==> config.mk <==
export PLATFORM = sky130hd
export DESIGN_NAME = s2mm_packet_arbiter
export DESIGN_NICKNAME = d
export VERILOG_FILES = /design/src/rtl/s2mm_pkg.sv /design/src/rtl/s2mm_packet_arbiter_rr_arbiter.sv /design/src/rtl/s2mm_packet_arbiter.sv
export SDC_FILE = /design/constraint.sdc
export NUM_CORES = 1
export LEC_CHECK = 0
export ABC_AREA = 0
export BUFFER_PORTS_ARGS = -buffer_cell sky130_fd_sc_hd__buf_4
export CAP_MARGIN = 25
export CORE_ASPECT_RATIO = 0.7
export CORE_UTILIZATION = 40
export CTS_CLUSTER_DIAMETER = 150
export DETAILED_ROUTE_END_ITERATION = 6
export MAX_ROUTING_LAYER = met4
export PLACE_DENSITY_LB_ADDON = 0.25
export SLEW_MARGIN = 0
export SYNTH_ARGS = -nofsm -noshare
export SYNTH_HDL_FRONTEND = slang
export SYNTH_HIERARCHICAL = 1
export SYNTH_SLANG_ARGS = --single-unit
==> constraint.sdc <==
create_clock -name clk -period 4.9 [get_ports clk]
set_input_delay 0 -clock clk [delete_from_list [all_inputs] [get_ports clk]]
set_output_delay 0 -clock clk [all_outputs]
set_load 0.02 [all_outputs]
==> src/rtl/s2mm_pkg.sv <==
// s2mm_pkg: shared definitions for the S2MM packet arbiter.
//   state_t     : arbiter state (IDLE searches for a source, XFER streams one packet).
//   idx_width() : bit width of a source index (clog2 of the source count, at least 1).
//   COUNT_WIDTH : width of each per-source packet counter (optional S2MM_PKT_COUNT_EN build).
package s2mm_pkg;

    typedef enum logic {
        IDLE,
        XFER
    } state_t;

    localparam int COUNT_WIDTH = 32;

    function automatic int idx_width(input int n);
        return (n <= 1) ? 1 : $clog2(n);
    endfunction

endpackage

==> src/rtl/s2mm_packet_arbiter_rr_arbiter.sv <==
// rr_arbiter: combinational round-robin search.
//   req   in  NUM_FIFOS  request (non-empty) per source
//   ptr   in  IDX_W      source with highest priority this search
//   found out 1          at least one source requests
//   idx   out IDX_W      first requesting source at or after ptr, wrapping
module rr_arbiter #(
    parameter int NUM_FIFOS = 2,
    parameter int IDX_W     = 1
) (
    input  logic [NUM_FIFOS-1:0] req,
    input  logic [IDX_W-1:0]     ptr,
    output logic                 found,
    output logic [IDX_W-1:0]     idx
);

    localparam int unsigned N = NUM_FIFOS;

    int unsigned cand;

    always_comb begin
        found = 1'b0;
        idx   = '0;
        cand  = 0;
        for (int unsigned i = 0; i < N; i++) begin
            // ptr is always < N, so a single subtraction gives the modulo
            cand = 32'(ptr) + i;
            if (cand >= N) begin
                cand = cand - N;
            end
            if (!found && req[cand[IDX_W-1:0]]) begin
                found = 1'b1;
                idx   = cand[IDX_W-1:0];
            end
        end
    end

endmodule

==> src/rtl/s2mm_packet_arbiter.sv <==
// s2mm_packet_arbiter: merges NUM_FIFOS first-word-fall-through FIFOs into a single
// AXI Stream, one whole packet at a time, round-robin between packets.
//   clk, rstn           clock, asynchronous active-low reset
//   fifo_rden_out       per-FIFO pop (combinational)
//   fifo_empty_in       per-FIFO empty flag
//   fifo_data_in        FIFO i data on slice i*FIFO_DATA_WIDTH
//   pkt_len_in          packet length in beats (0 treated as 1), sampled at grant
//   DST_AXIS_*          registered output stream; tdest carries the source index
//   pkt_count_out       per-source completed-packet counters (only with S2MM_PKT_COUNT_EN)
module s2mm_packet_arbiter
    import s2mm_pkg::*;
#(
    parameter int AXIS_DATA_WIDTH = 32,
    parameter int FIFO_DATA_WIDTH = 32,
    parameter int AXIS_DEST_WIDTH = 4,
    parameter int NUM_FIFOS       = 2,
    parameter int PKT_LEN_WIDTH   = 16
) (
    input  logic                                 clk,
    input  logic                                 rstn,
    output logic [NUM_FIFOS-1:0]                 fifo_rden_out,
    input  logic [NUM_FIFOS-1:0]                 fifo_empty_in,
    input  logic [FIFO_DATA_WIDTH*NUM_FIFOS-1:0] fifo_data_in,
    input  logic [PKT_LEN_WIDTH-1:0]             pkt_len_in,
    output logic [AXIS_DATA_WIDTH-1:0]           DST_AXIS_tdata_out,
    output logic [AXIS_DEST_WIDTH-1:0]           DST_AXIS_tdest_out,
    output logic                                 DST_AXIS_tlast_out,
    output logic                                 DST_AXIS_tvalid_out,
    input  logic                                 DST_AXIS_tready_in
`ifdef S2MM_PKT_COUNT_EN
    ,
    output logic [COUNT_WIDTH*NUM_FIFOS-1:0]     pkt_count_out
`endif
);

    localparam int IDX_W = idx_width(NUM_FIFOS);

    state_t                     state;
    logic [IDX_W-1:0]           grant;
    logic [IDX_W-1:0]           rr_ptr;
    logic [IDX_W-1:0]           next_ptr;
    logic [IDX_W-1:0]           arb_idx;
    logic                       arb_found;
    logic [PKT_LEN_WIDTH-1:0]   len;
    logic [PKT_LEN_WIDTH-1:0]   beat_cnt;
    logic                       out_free;
    logic                       pop;
    logic                       is_last;
    logic [FIFO_DATA_WIDTH-1:0] sel_data;

    rr_arbiter #(
        .NUM_FIFOS (NUM_FIFOS),
        .IDX_W     (IDX_W)
    ) u_arb (
        .req   (~fifo_empty_in),
        .ptr   (rr_ptr),
        .found (arb_found),
        .idx   (arb_idx)
    );

    assign out_free = !DST_AXIS_tvalid_out || DST_AXIS_tready_in;
    assign pop      = (state == XFER) && out_free && !fifo_empty_in[grant];
    assign is_last  = (beat_cnt == len - 1'b1);
    assign next_ptr = (32'(grant) == NUM_FIFOS - 1) ? '0 : grant + 1'b1;

    always_comb begin
        sel_data = '0;
        for (int unsigned i = 0; i < NUM_FIFOS; i++) begin
            if (32'(grant) == i) begin
                sel_data = fifo_data_in[i*FIFO_DATA_WIDTH +: FIFO_DATA_WIDTH];
            end
        end
    end

    always_comb begin
        fifo_rden_out = '0;
        if (pop) begin
            fifo_rden_out[grant] = 1'b1;
        end
    end

    always_ff @(posedge clk or negedge rstn) begin
        if (!rstn) begin
            state               <= IDLE;
            grant               <= '0;
            rr_ptr              <= '0;
            len                 <= '0;
            beat_cnt            <= '0;
            DST_AXIS_tdata_out  <= '0;
            DST_AXIS_tdest_out  <= '0;
            DST_AXIS_tlast_out  <= 1'b0;
            DST_AXIS_tvalid_out <= 1'b0;
        end else begin
            // Output register: load on pop, otherwise empty it once the beat has gone.
            // This also drains the final beat while IDLE is already re-arbitrating.
            if (pop) begin
                DST_AXIS_tdata_out  <= AXIS_DATA_WIDTH'(sel_data);
                DST_AXIS_tdest_out  <= AXIS_DEST_WIDTH'(grant);
                DST_AXIS_tlast_out  <= is_last;
                DST_AXIS_tvalid_out <= 1'b1;
            end else if (out_free) begin
                DST_AXIS_tvalid_out <= 1'b0;
            end

            case (state)
                IDLE: begin
                    if (arb_found) begin
                        grant    <= arb_idx;
                        len      <= (pkt_len_in == '0) ? PKT_LEN_WIDTH'(1) : pkt_len_in;
                        beat_cnt <= '0;
                        state    <= XFER;
                    end
                end
                XFER: begin
                    if (pop) begin
                        beat_cnt <= beat_cnt + 1'b1;
                        if (is_last) begin
                            state  <= IDLE;
                            rr_ptr <= next_ptr;
                        end
                    end
                end
                default: state <= IDLE;
            endcase
        end
    end

`ifdef S2MM_PKT_COUNT_EN
    logic [COUNT_WIDTH-1:0] pkt_cnt [NUM_FIFOS];

    always_ff @(posedge clk or negedge rstn) begin
        if (!rstn) begin
            for (int unsigned i = 0; i < NUM_FIFOS; i++) begin
                pkt_cnt[i] <= '0;
            end
        end else if (DST_AXIS_tvalid_out && DST_AXIS_tready_in && DST_AXIS_tlast_out) begin
            for (int unsigned i = 0; i < NUM_FIFOS; i++) begin
                if (DST_AXIS_tdest_out == AXIS_DEST_WIDTH'(i)) begin
                    pkt_cnt[i] <= pkt_cnt[i] + 1'b1;
                end
            end
        end
    end

    always_comb begin
        pkt_count_out = '0;
        for (int unsigned i = 0; i < NUM_FIFOS; i++) begin
            pkt_count_out[i*COUNT_WIDTH +: COUNT_WIDTH] = pkt_cnt[i];
        end
    end
`endif

endmodule
==> results of run 1 <==
[worst reg2reg max path: cells and delay by family, from the launching register on]
family / cells / cell delay, ns
and+or+nand+nor: 3 / 1.75
DFF: 1 / 0.41
muxes: 1 / 0.37
AOI/OAI and AO/OA: 1 / 0.46
[area by class of cell]
class,count,area (um^2),area share
Inverter,7,26.3,0.00455
Clock inverter,5,104,0.0180
Multi-Input combinational cell,295,1790,0.310
Tap cell,120,150,0.0260
Sequential cell,70,1750,0.303
Clock buffer,11,253,0.0438
Timing Repair Buffer,201,1700,0.295
[registers in the layout (all words and copies together) (netlist names)]
register / flops
state: 1
DST_AXIS_tdest_out: 1
DST_AXIS_tdata_out: 32
beat_cnt: 16
len: 16
DST_AXIS_tvalid_out: 1
grant: 1
rr_ptr: 1
DST_AXIS_tlast_out: 1
[metal layers]
| metal | global-route usage | vias up |
|---|---|---|
| met5 | - | - |
| met2 | 0.392 | 95 |
| li1 | - | 1729 |
| met4 | 0.0734 | 0 |
| met1 | 0.294 | 1657 |
| met3 | 0.0606 | 14 |
[power by group through the flow]
stage / Clock, mW / Sequential [mW] / Combinational, mW
after detailed placement: 0 / 0.792 / 0.535
final: 0.767 / 0.786 / 0.606
after global placement: 0 / 0.787 / 0.528
after global routing: 0.806 / 0.805 / 0.661
after floorplan: 0 / 0.848 / 0.239
after CTS: 0.781 / 0.784 / 0.604
[layout by cell type (no fill, tap or decap), types with 2 or more instances in the layout]
| cell | count |
|---|---|
| a211oi_1 | 4 |
| a21o_1 | 2 |
| a21oi_1 | 4 |
| and3_1 | 2 |
| and3b_1 | 2 |
| buf_4 | 124 |
| bufinv_16 | 3 |
| clkbuf_16 | 9 |
| clkbuf_8 | 2 |
| conb_1 | 3 |
| dfrtp_1 | 69 |
| dlygate4sd3_1 | 77 |
| ha_1 | 2 |
| inv_1 | 7 |
| mux2i_1 | 36 |
| nand2_1 | 84 |
| nand2b_1 | 2 |
| nand3_1 | 11 |
| nand3b_1 | 2 |
| nand4_1 | 2 |
| nor2_1 | 22 |
| nor2b_1 | 4 |
| nor3_1 | 7 |
| nor4_1 | 7 |
| nor4b_1 | 2 |
| o21a_1 | 2 |
| o21ai_0 | 40 |
| o311ai_0 | 2 |
| or3_1 | 4 |
| or4_1 | 3 |
| xnor2_1 | 14 |
| xor2_1 | 17 |
[cells by family after synthesis]
| group | count (synthesis) | synth area share |
|---|---|---|
| simple gates | 162 | 0.207 |
| flops | 70 | 0.477 |
| compound gates | 60 | 0.0933 |
| buf+inv | 34 | 0.0402 |
| xor+xnor | 31 | 0.0739 |
| other cells | 1 | 0.00102 |
| mux | 37 | 0.101 |
| fa+ha+maj | 2 | 0.00681 |
[metrics by stage]
step           power, mW  worst slack (ns)  cells
5_1_grt             2.27              1.59    709
4_1_cts             2.17              1.83    709
3_3_place_gp        1.31              1.89    616
3_5_place_dp        1.33              1.79    616
2_1_floorplan       1.09              2.23    399
6_report            2.16              1.80    709
[how the worst max path moves through the flow]
stage	end	depth (start not counted)	slack, ns
after detailed placement	rr_ptr$_DFFE_PN0P_	5	1.79
after CTS	rr_ptr$_DFFE_PN0P_	5	1.83
after floorplan	rr_ptr$_DFFE_PN0P_	6	2.23
after global routing	rr_ptr$_DFFE_PN0P_	9	1.59
final	rr_ptr$_DFFE_PN0P_	5	1.80
after global placement	rr_ptr$_DFFE_PN0P_	5	1.89
==> impl_metrics.env, run 1 <==
export IMPL_final_area_mm2=0.00578
export IMPL_synthArstFlopShare=1.00
export IMPL_yosysWarnings=6
export IMPL_critPathCaptureType="flop"
export IMPL_grt_max_degree=80
export IMPL_wl_met3_um=588
export IMPL_ys_ff_latch=70
export IMPL_syn_area_mm2=0.00367
export IMPL_critPathKind="reg -> reg"
export IMPL_ant_nets=0
export IMPL_path_clk_slew_ns=0.05
export IMPL_startpoint_type="flop"
export IMPL_setup_violations=0
export IMPL_synth_edf_count=0
export IMPL_netlist_top_cells_count="84 x nand2_1, 70 x dfrtp_1, 40 x o21ai_0"
export IMPL_wl_um=10200
export IMPL_powerDensity_mw_per_mm2=374
export IMPL_cp_arrival_ns=3.31
export IMPL_synth_top_area_share=0.477
export IMPL_crit_buf_inv=0
export IMPL_drive_gt1_frac=0.248
export IMPL_area_growth_pct=57.3
export IMPL_cts_setup_buffers=0
export IMPL_ff2ff_setup_slack_ns=1.80
export IMPL_dpl_cell_area_mm2=0.00465
export IMPL_dieArea_mm2=0.00958
export IMPL_slowest_stage="or4_1"
export IMPL_whs_ns=0.00253
export IMPL_htree_num_levels=3
export IMPL_tns_ns=0
export IMPL_antenna_found_initial=0
export IMPL_combPwrFrac=0.281
export IMPL_ctsHoldBuffers=77
export IMPL_r2r_start="len[0]$_DFFE_PN0P_"
export IMPL_coreArea_mm2=0.00869
export IMPL_worst_hold_path_num_cells=3
export IMPL_pwr_share_clk=0.355
export IMPL_grt_overflow_total=0
export IMPL_synth_most_common_cell="nand2_1"
export IMPL_top_layer_used="met4"
export IMPL_hold_path_startpoint="fifo_data_in[59]"
export IMPL_fillers=683
export IMPL_drc=0
export IMPL_fin_worst_skew_ns=0.00713
export IMPL_seqPwrFrac=0.364
export IMPL_wl_met1_um=4550
export IMPL_cts_resized=0
export IMPL_critical_path_most_common_cell="or4_1"
export IMPL_r2r_end="rr_ptr$_DFFE_PN0P_"
export IMPL_io_pin_count=125
export IMPL_fin_util=0.665
export IMPL_cts_root_buf="clkbuf_16"
export IMPL_syn_inst=397
export IMPL_hold_end="DST_AXIS_tdata_out[27]$_DFFE_PN0P_"
export IMPL_switchingPower_mw=0.646
export IMPL_hold_violations=0
export IMPL_period_minus_slack_ns=3.10
export IMPL_status="completed"
export IMPL_post_route_period_util=0.632
export IMPL_wl_per_cell_um=14.4
export IMPL_tightestPinTransition_ns=0.887
export IMPL_synth_top_area_cell="dfrtp_1"
export IMPL_netlist_top_cells_area="dfrtp_1 48%, mux2i_1 9.8%, nand2_1 8.6%, o21ai_0 5.4%, xor2_1 4.1%"
export IMPL_hpwlAfterDp_um=6530
export IMPL_crit_fanout=8
export IMPL_fmax_mhz=323
export IMPL_wl_met2_um=4930
export IMPL_rsz0062_at_grt="false"
export IMPL_die_y_um=82.2
export IMPL_required_ns=5.11
export IMPL_grt_pass1_wl_um=16600
export IMPL_die_x_um=117
export IMPL_initial_core_util=0.423
export IMPL_n_antenna_cell=0
export IMPL_worstSetupStartpoint="len[0]$_DFFE_PN0P_"
export IMPL_r2r_worst_path_cells=5
export IMPL_slew_violations=0
export IMPL_crit_path_max_incr_delay_ns=0.69
export IMPL_path_cells="or4_1 -> or4_1 -> a2111oi_0 -> nor4b_2 -> mux2_1"
export IMPL_rows=28
export IMPL_via_per_inst=4.93
export IMPL_port_buffers=121
export IMPL_cp_top_family="simple AND/OR/NAND/NOR gates"
export IMPL_nets=671
export IMPL_clock_latency_ns=0.34
export IMPL_power_internal_mw=1.51
export IMPL_maxCapViolations=0
export IMPL_grt_pass1_vias=3430
export IMPL_synth_seq_area_share=0.477
export IMPL_synth_area_per_cell_um2=9.25
export IMPL_synth_cell_types=45
export IMPL_cts_tree="done"
export IMPL_relSlewSlack=0.409
export IMPL_firstDrtPassIters=4
export IMPL_p_sw_frac=0.299
export IMPL_cts_buffers=9
export IMPL_vias=3495
export IMPL_cts_path_max_buffers=2
export IMPL_drt_initial_drc_count=165
export IMPL_grtUsageTotal=0.239
export IMPL_synth_ff_type="dfrtp_1"
export IMPL_cts_sinks=70
export IMPL_leakage_nw=2.77
export IMPL_vdd_drop_max_uv=215
export IMPL_worstHoldPathType="in -> reg"
export IMPL_gp_congestion=0.787
No activity file was read; power rests on OpenSTA's default activity.
==> inputs of run 2 (changes only) <==
==> constraint.sdc (replaced) <==
create_clock -name clk -period 3.2 [get_ports clk]
set_input_delay 0 -clock clk [delete_from_list [all_inputs] [get_ports clk]]
set_output_delay 0 -clock clk [all_outputs]
set_load 0.02 [all_outputs]
==> impl_metrics.env, run 2 (synthesis gave the netlist of run 1 again) <==
export IMPL_status="completed"
export IMPL_top_register="DST_AXIS_tdata_out"
export IMPL_cts_sinks=70
export IMPL_n_antenna_cell=0
export IMPL_vias=3484
export IMPL_final_cell_mix="125 x buf_4, 84 x nand2_1, 76 x dlygate4sd3_1, 69 x dfrtp_1, 40 x o21ai_0"
export IMPL_crit_path_max_incr_delay_ns=0.53
export IMPL_worst_slack_ns=0.235
export IMPL_drive_gt1_frac=0.250
export IMPL_wl_per_cell_um=14.7
export IMPL_critPathCaptureType="flop"
export IMPL_finalPower_mw=3.26
export IMPL_leakage_nw=2.76
export IMPL_powerDensity_mw_per_mm2=565
export IMPL_wl_um=10400
export IMPL_grt_pass1_wl_um=16900
export IMPL_slew_violations=0
export IMPL_hold_violations=0
export IMPL_required_ns=3.42
export IMPL_final_cells=709
export IMPL_firstDrtPassIters=4
export IMPL_post_route_period_util=0.927
export IMPL_whs_ns=0.00838
export IMPL_grtUsageTotal=0.243
export IMPL_io_pin_count=125
export IMPL_critPathKind="reg -> reg"
export IMPL_grt_max_degree=73
export IMPL_grt_overflow_total=0
export IMPL_dp_cells=617
export IMPL_cp_top_family="simple AND/OR/NAND/NOR gates"
export IMPL_cts_path_max_buffers=2
export IMPL_final_common_cell="buf_4"
export IMPL_rows=28
export IMPL_rsz0062_at_grt="false"
export IMPL_antenna_found_initial=0
export IMPL_path_cells="inv_1 -> ha_1 -> or3b_2 -> nor4_1 -> xor2_1 -> o21ai_0 -> a21oi_1 -> nor4b_4 -> mux2_1"
export IMPL_tns_ns=0
export IMPL_grt_pass1_vias=3486
export IMPL_path_clk_slew_ns=0.06
export IMPL_setup_violations=0
export IMPL_drc=0
export IMPL_largestRegisters="DST_AXIS_tdata_out: 32 flops, beat_cnt: 16 flops, len: 16 flops"
export IMPL_fin_util=0.664
export IMPL_area_growth_pct=57.1
export IMPL_port_buffers=121
export IMPL_clock_latency_ns=0.33
export IMPL_cp_arrival_ns=3.18
export IMPL_coreArea_mm2=0.00869
export IMPL_final_area_mm2=0.00577
export IMPL_hpwlAfterDp_um=6440
export IMPL_largest_reg_flops=32
export IMPL_slowest_stage="or3b_2"
export IMPL_worstHoldPathType="in -> reg"
export IMPL_via_per_inst=4.91
export IMPL_die_x_um=117
export IMPL_htree_num_levels=3
export IMPL_fin_worst_skew_ns=0.00395
export IMPL_crit_buf_inv=1
export IMPL_vdd_drop_max_uv=363
export IMPL_die_y_um=82.2
export IMPL_dpl_cell_area_mm2=0.00466
export IMPL_relSlewSlack=0.406
export IMPL_ant_nets=0
export IMPL_drt_initial_drc_count=213
export IMPL_fmax_mhz=337
export IMPL_initial_core_util=0.423
export IMPL_crit_fanout=5
export IMPL_fillers=694
export IMPL_cts_setup_buffers=0
export IMPL_maxCapViolations=0
export IMPL_period_minus_slack_ns=2.96
export IMPL_startpoint_type="flop"
export IMPL_tightestPinTransition_ns=0.891
export IMPL_cts_root_buf="clkbuf_16"
export IMPL_dieArea_mm2=0.00958
export IMPL_cts_tree="done"
export IMPL_gp_congestion=0.918
export IMPL_cts_buffers=9
export IMPL_dp_slack_ns=0.179
export IMPL_nets=671
run 2: cell count changes in the layout (fill, tap and decap cells not counted), sizes merged:
cell / delta
clkinvlp: +1
bufinv: -1
clkbuf: +1
buf: +1
clkinv: -1
dlygate4sd3: -1
run 2: area by class of cell:
class	count	area [um^2]	share of cell area
Clock buffer	12	267	0.0462
Clock inverter	4	76.3	0.0132
Inverter	7	26.3	0.00455
Multi-Input combinational cell	295	1800	0.312
Sequential cell	70	1750	0.304
Tap cell	120	150	0.0260
Timing Repair Buffer	201	1700	0.295
run 2: what timing repair did:
item	in CTS	in global routing
resized for setup	0	1
endpoints found under the hold margin	116	0
hold buffers	76	0
setup endpoints to repair	0	1
run 2: worst min-delay path, delay by kind of cell:
family | cells | cell delay [ns]
compound gates | 1 | 0.16
buf+inv | 1 | 0.08
mux | 1 | 0.05
run 2: worst paths after layout:
| check | from | endpoint | slack [ns] | cells after the start |
|---|---|---|---|---|
| worst max-delay path | len[0]$_DFFE_PN0P_ | rr_ptr$_DFFE_PN0P_ | 0.24 | 9 |
| worst min-delay path | fifo_data_in[11] | DST_AXIS_tdata_out[11]$_DFFE_PN0P_ | 0.008 | 3 |
| worst max register to register | len[0]$_DFFE_PN0P_ | rr_ptr$_DFFE_PN0P_ | 0.24 | 9 |
| worst min register to register | DST_AXIS_tdata_out[14]$_DFFE_PN0P_ | DST_AXIS_tdata_out[14]$_DFFE_PN0P_ | 0.48 | 2 |
| max in group asynchronous | rstn | grant$_DFFE_PN0P_ | 2.26 | 2 |
| min in group asynchronous | rstn | DST_AXIS_tdata_out[23]$_DFFE_PN0P_ | 0.32 | 2 |
run 2: power breakdown:
group | internal [mW] | leakage (nW) | switching [mW] | total (mW)
Clock | 0.749 | 0.165 | 0.382 | 1.13
Combinational | 0.464 | 1.72 | 0.465 | 0.930
Sequential | 1.05 | 0.874 | 0.151 | 1.20
run 2: per-layer routing:
layer	up-vias	routed length, um	track usage
met1	1623	4650	0.285
met5	-	0	-
met3	27	536	0.0664
met2	108	4980	0.396
li1	1726	-	-
met4	0	237	0.106
==> inputs of run 3 (changes only) <==
--- a/config.mk
+++ b/config.mk
@@ -14,6 +14,7 @@
 export DETAILED_ROUTE_END_ITERATION = 6
 export MAX_ROUTING_LAYER = met4
 export PLACE_DENSITY_LB_ADDON = 0.25
+export RECOVER_POWER = 50
 export SLEW_MARGIN = 0
 export SYNTH_ARGS = -nofsm -noshare
 export SYNTH_HDL_FRONTEND = slang
==> impl_metrics.env, run 3 (synthesis gave the netlist of run 1 again) <==
export IMPL_wl_per_cell_um=14.6
export IMPL_slew_violations=71
export IMPL_antenna_found_initial=0
export IMPL_critPathKind="reg -> reg"
export IMPL_wl_met2_um=5000
export IMPL_cts_buffers=9
export IMPL_top_layer_used="met4"
export IMPL_failed_checks="max-capacitance violations, max-slew violations"
export IMPL_gp_congestion=0.918
export IMPL_top_register="DST_AXIS_tdata_out"
export IMPL_r2r_start="len[0]$_DFFE_PN0P_"
export IMPL_final_cells=709
export IMPL_powerDensity_mw_per_mm2=562
export IMPL_final_cell_mix="89 x buf_4, 84 x nand2_1, 76 x dlygate4sd3_1, 69 x dfrtp_1, 40 x o21ai_0"
export IMPL_grt_overflow_total=0
export IMPL_cp_arrival_ns=3.18
export IMPL_critPathCaptureType="flop"
export IMPL_nets=671
export IMPL_fin_util=0.649
export IMPL_hold_path_startpoint="fifo_data_in[24]"
export IMPL_worstSetupStartpoint="len[0]$_DFFE_PN0P_"
export IMPL_initial_core_util=0.423
export IMPL_setup_violations=0
export IMPL_cts_sinks=70
export IMPL_p_sw_frac=0.314
export IMPL_relSlewSlack=-0.154
export IMPL_rsz0062_at_grt="false"
export IMPL_wl_um=10400
export IMPL_multi_input_area_mm2=0.00180
export IMPL_combPwrFrac=0.265
export IMPL_grt_pass1_vias=3486
export IMPL_grtUsageTotal=0.243
export IMPL_finalPower_mw=3.17
export IMPL_clock_latency_ns=0.33
export IMPL_pwr_share_clk=0.357
export IMPL_seqCellArea_mm2=0.00175
export IMPL_drive_gt1_frac=0.190
export IMPL_dieArea_mm2=0.00958
export IMPL_maxCapViolations=1
export IMPL_worstHoldPathType="in -> reg"
export IMPL_fin_worst_skew_ns=0.00466
export IMPL_drt_initial_drc_count=169
export IMPL_via_per_inst=4.92
export IMPL_tns_ns=0
export IMPL_dp_cells=617
export IMPL_dp_slack_ns=0.179
export IMPL_final_common_cell="buf_4"
export IMPL_grt_max_degree=73
export IMPL_ant_nets=0
export IMPL_whs_ns=0.0123
export IMPL_status="finished, violations left"
export IMPL_startpoint_type="flop"
export IMPL_post_route_period_util=0.927
export IMPL_rows=28
export IMPL_path_clk_slew_ns=0.06
export IMPL_power_internal_mw=2.17
export IMPL_n_antenna_cell=0
export IMPL_cts_path_max_buffers=2
export IMPL_hold_violations=0
export IMPL_cts_tree="done"
export IMPL_die_x_um=117
export IMPL_io_pin_count=125
export IMPL_fmax_mhz=337
export IMPL_leakage_nw=2.63
export IMPL_vdd_drop_max_uv=338
export IMPL_crit_fanout=5
export IMPL_firstDrtPassIters=4
export IMPL_largest_reg_flops=32
export IMPL_drc=0
export IMPL_grt_pass1_wl_um=16900
export IMPL_vias=3490
export IMPL_hpwlAfterDp_um=6440
export IMPL_area_growth_pct=53.4
export IMPL_largestRegisters="DST_AXIS_tdata_out: 32 flops, beat_cnt: 16 flops, len: 16 flops"
export IMPL_switchingPower_mw=0.996
export IMPL_die_y_um=82.2
export IMPL_required_ns=3.41
export IMPL_worst_slack_ns=0.232
export IMPL_tightestPinTransition_ns=1.73
export IMPL_seqPwrFrac=0.378
export IMPL_htree_num_levels=3
export IMPL_fillers=744
export IMPL_period_minus_slack_ns=2.97
export IMPL_dpl_cell_area_mm2=0.00466
export IMPL_final_area_mm2=0.00564
export IMPL_port_buffers=121
export IMPL_wl_met1_um=4590
export IMPL_coreArea_mm2=0.00869
export IMPL_wl_met3_um=558
export IMPL_cts_root_buf="clkbuf_16"
## run 3: cell types whose count changed in the layout (fill, tap and decap cells not counted), sizes merged
cell,delta
buf,-36
clkbuf,+36
## run 3: critical path, stage by stage, from the launching register on
cell	delay [ns]
dfrtp_1	0.41
inv_1	0.09
ha_1	0.20
or3b_2	0.53
nor4_1	0.42
xor2_1	0.11
o21ai_0	0.20
a21oi_1	0.13
nor4b_4	0.40
mux2_1	0.35
## run 3: layout make-up
type	count	share of cell area
multi-input cells	295	0.319
flip-flops and latches	70	0.311
repair buffers	201	0.278
clock buffers	12	0.0473
well taps	120	0.0266
clock inverters	4	0.0135
inverters	7	0.00466
## run 3: power groups by stage
stage	combinational (mW)	clock, mW	sequential [mW]
2_1_floorplan	0.366	0	1.30
3_3_place_gp	0.806	0	1.20
3_5_place_dp	0.820	0	1.21
4_1_cts	0.924	1.15	1.20
5_1_grt	0.919	1.19	1.22
6_report	0.840	1.13	1.20
## run 3: path summary, 6_finish.rpt
check                      slack (ns)                                 end  cells after the start
setup / recovery                 0.23                  rr_ptr$_DFFE_PN0P_                      9
hold / removal                   0.01  DST_AXIS_tdata_out[24]$_DFFE_PN0P_                      3
setup reg to reg                 0.23                  rr_ptr$_DFFE_PN0P_                      9
hold reg to reg                  0.48  DST_AXIS_tdata_out[14]$_DFFE_PN0P_                      2
max in group asynchronous        1.42                   grant$_DFFE_PN0P_                      2
min in group asynchronous        0.64  DST_AXIS_tdata_out[26]$_DFFE_PN0P_                      2
## run 3: per-layer routing
layer	GRT usage	vias to the layer above
met1	0.285	1620
met2	0.396	119
met5	-	-
met4	0.106	0
li1	-	1727
met3	0.0664	24
## run 3: timing repair
action / in CTS / in global routing
hold endpoints to repair: 116 / 0
gates resized for setup: 0 / 1
endpoints found under the setup margin: 0 / 1
hold buffers: 76 / 0
buffers inserted: 0 / 0
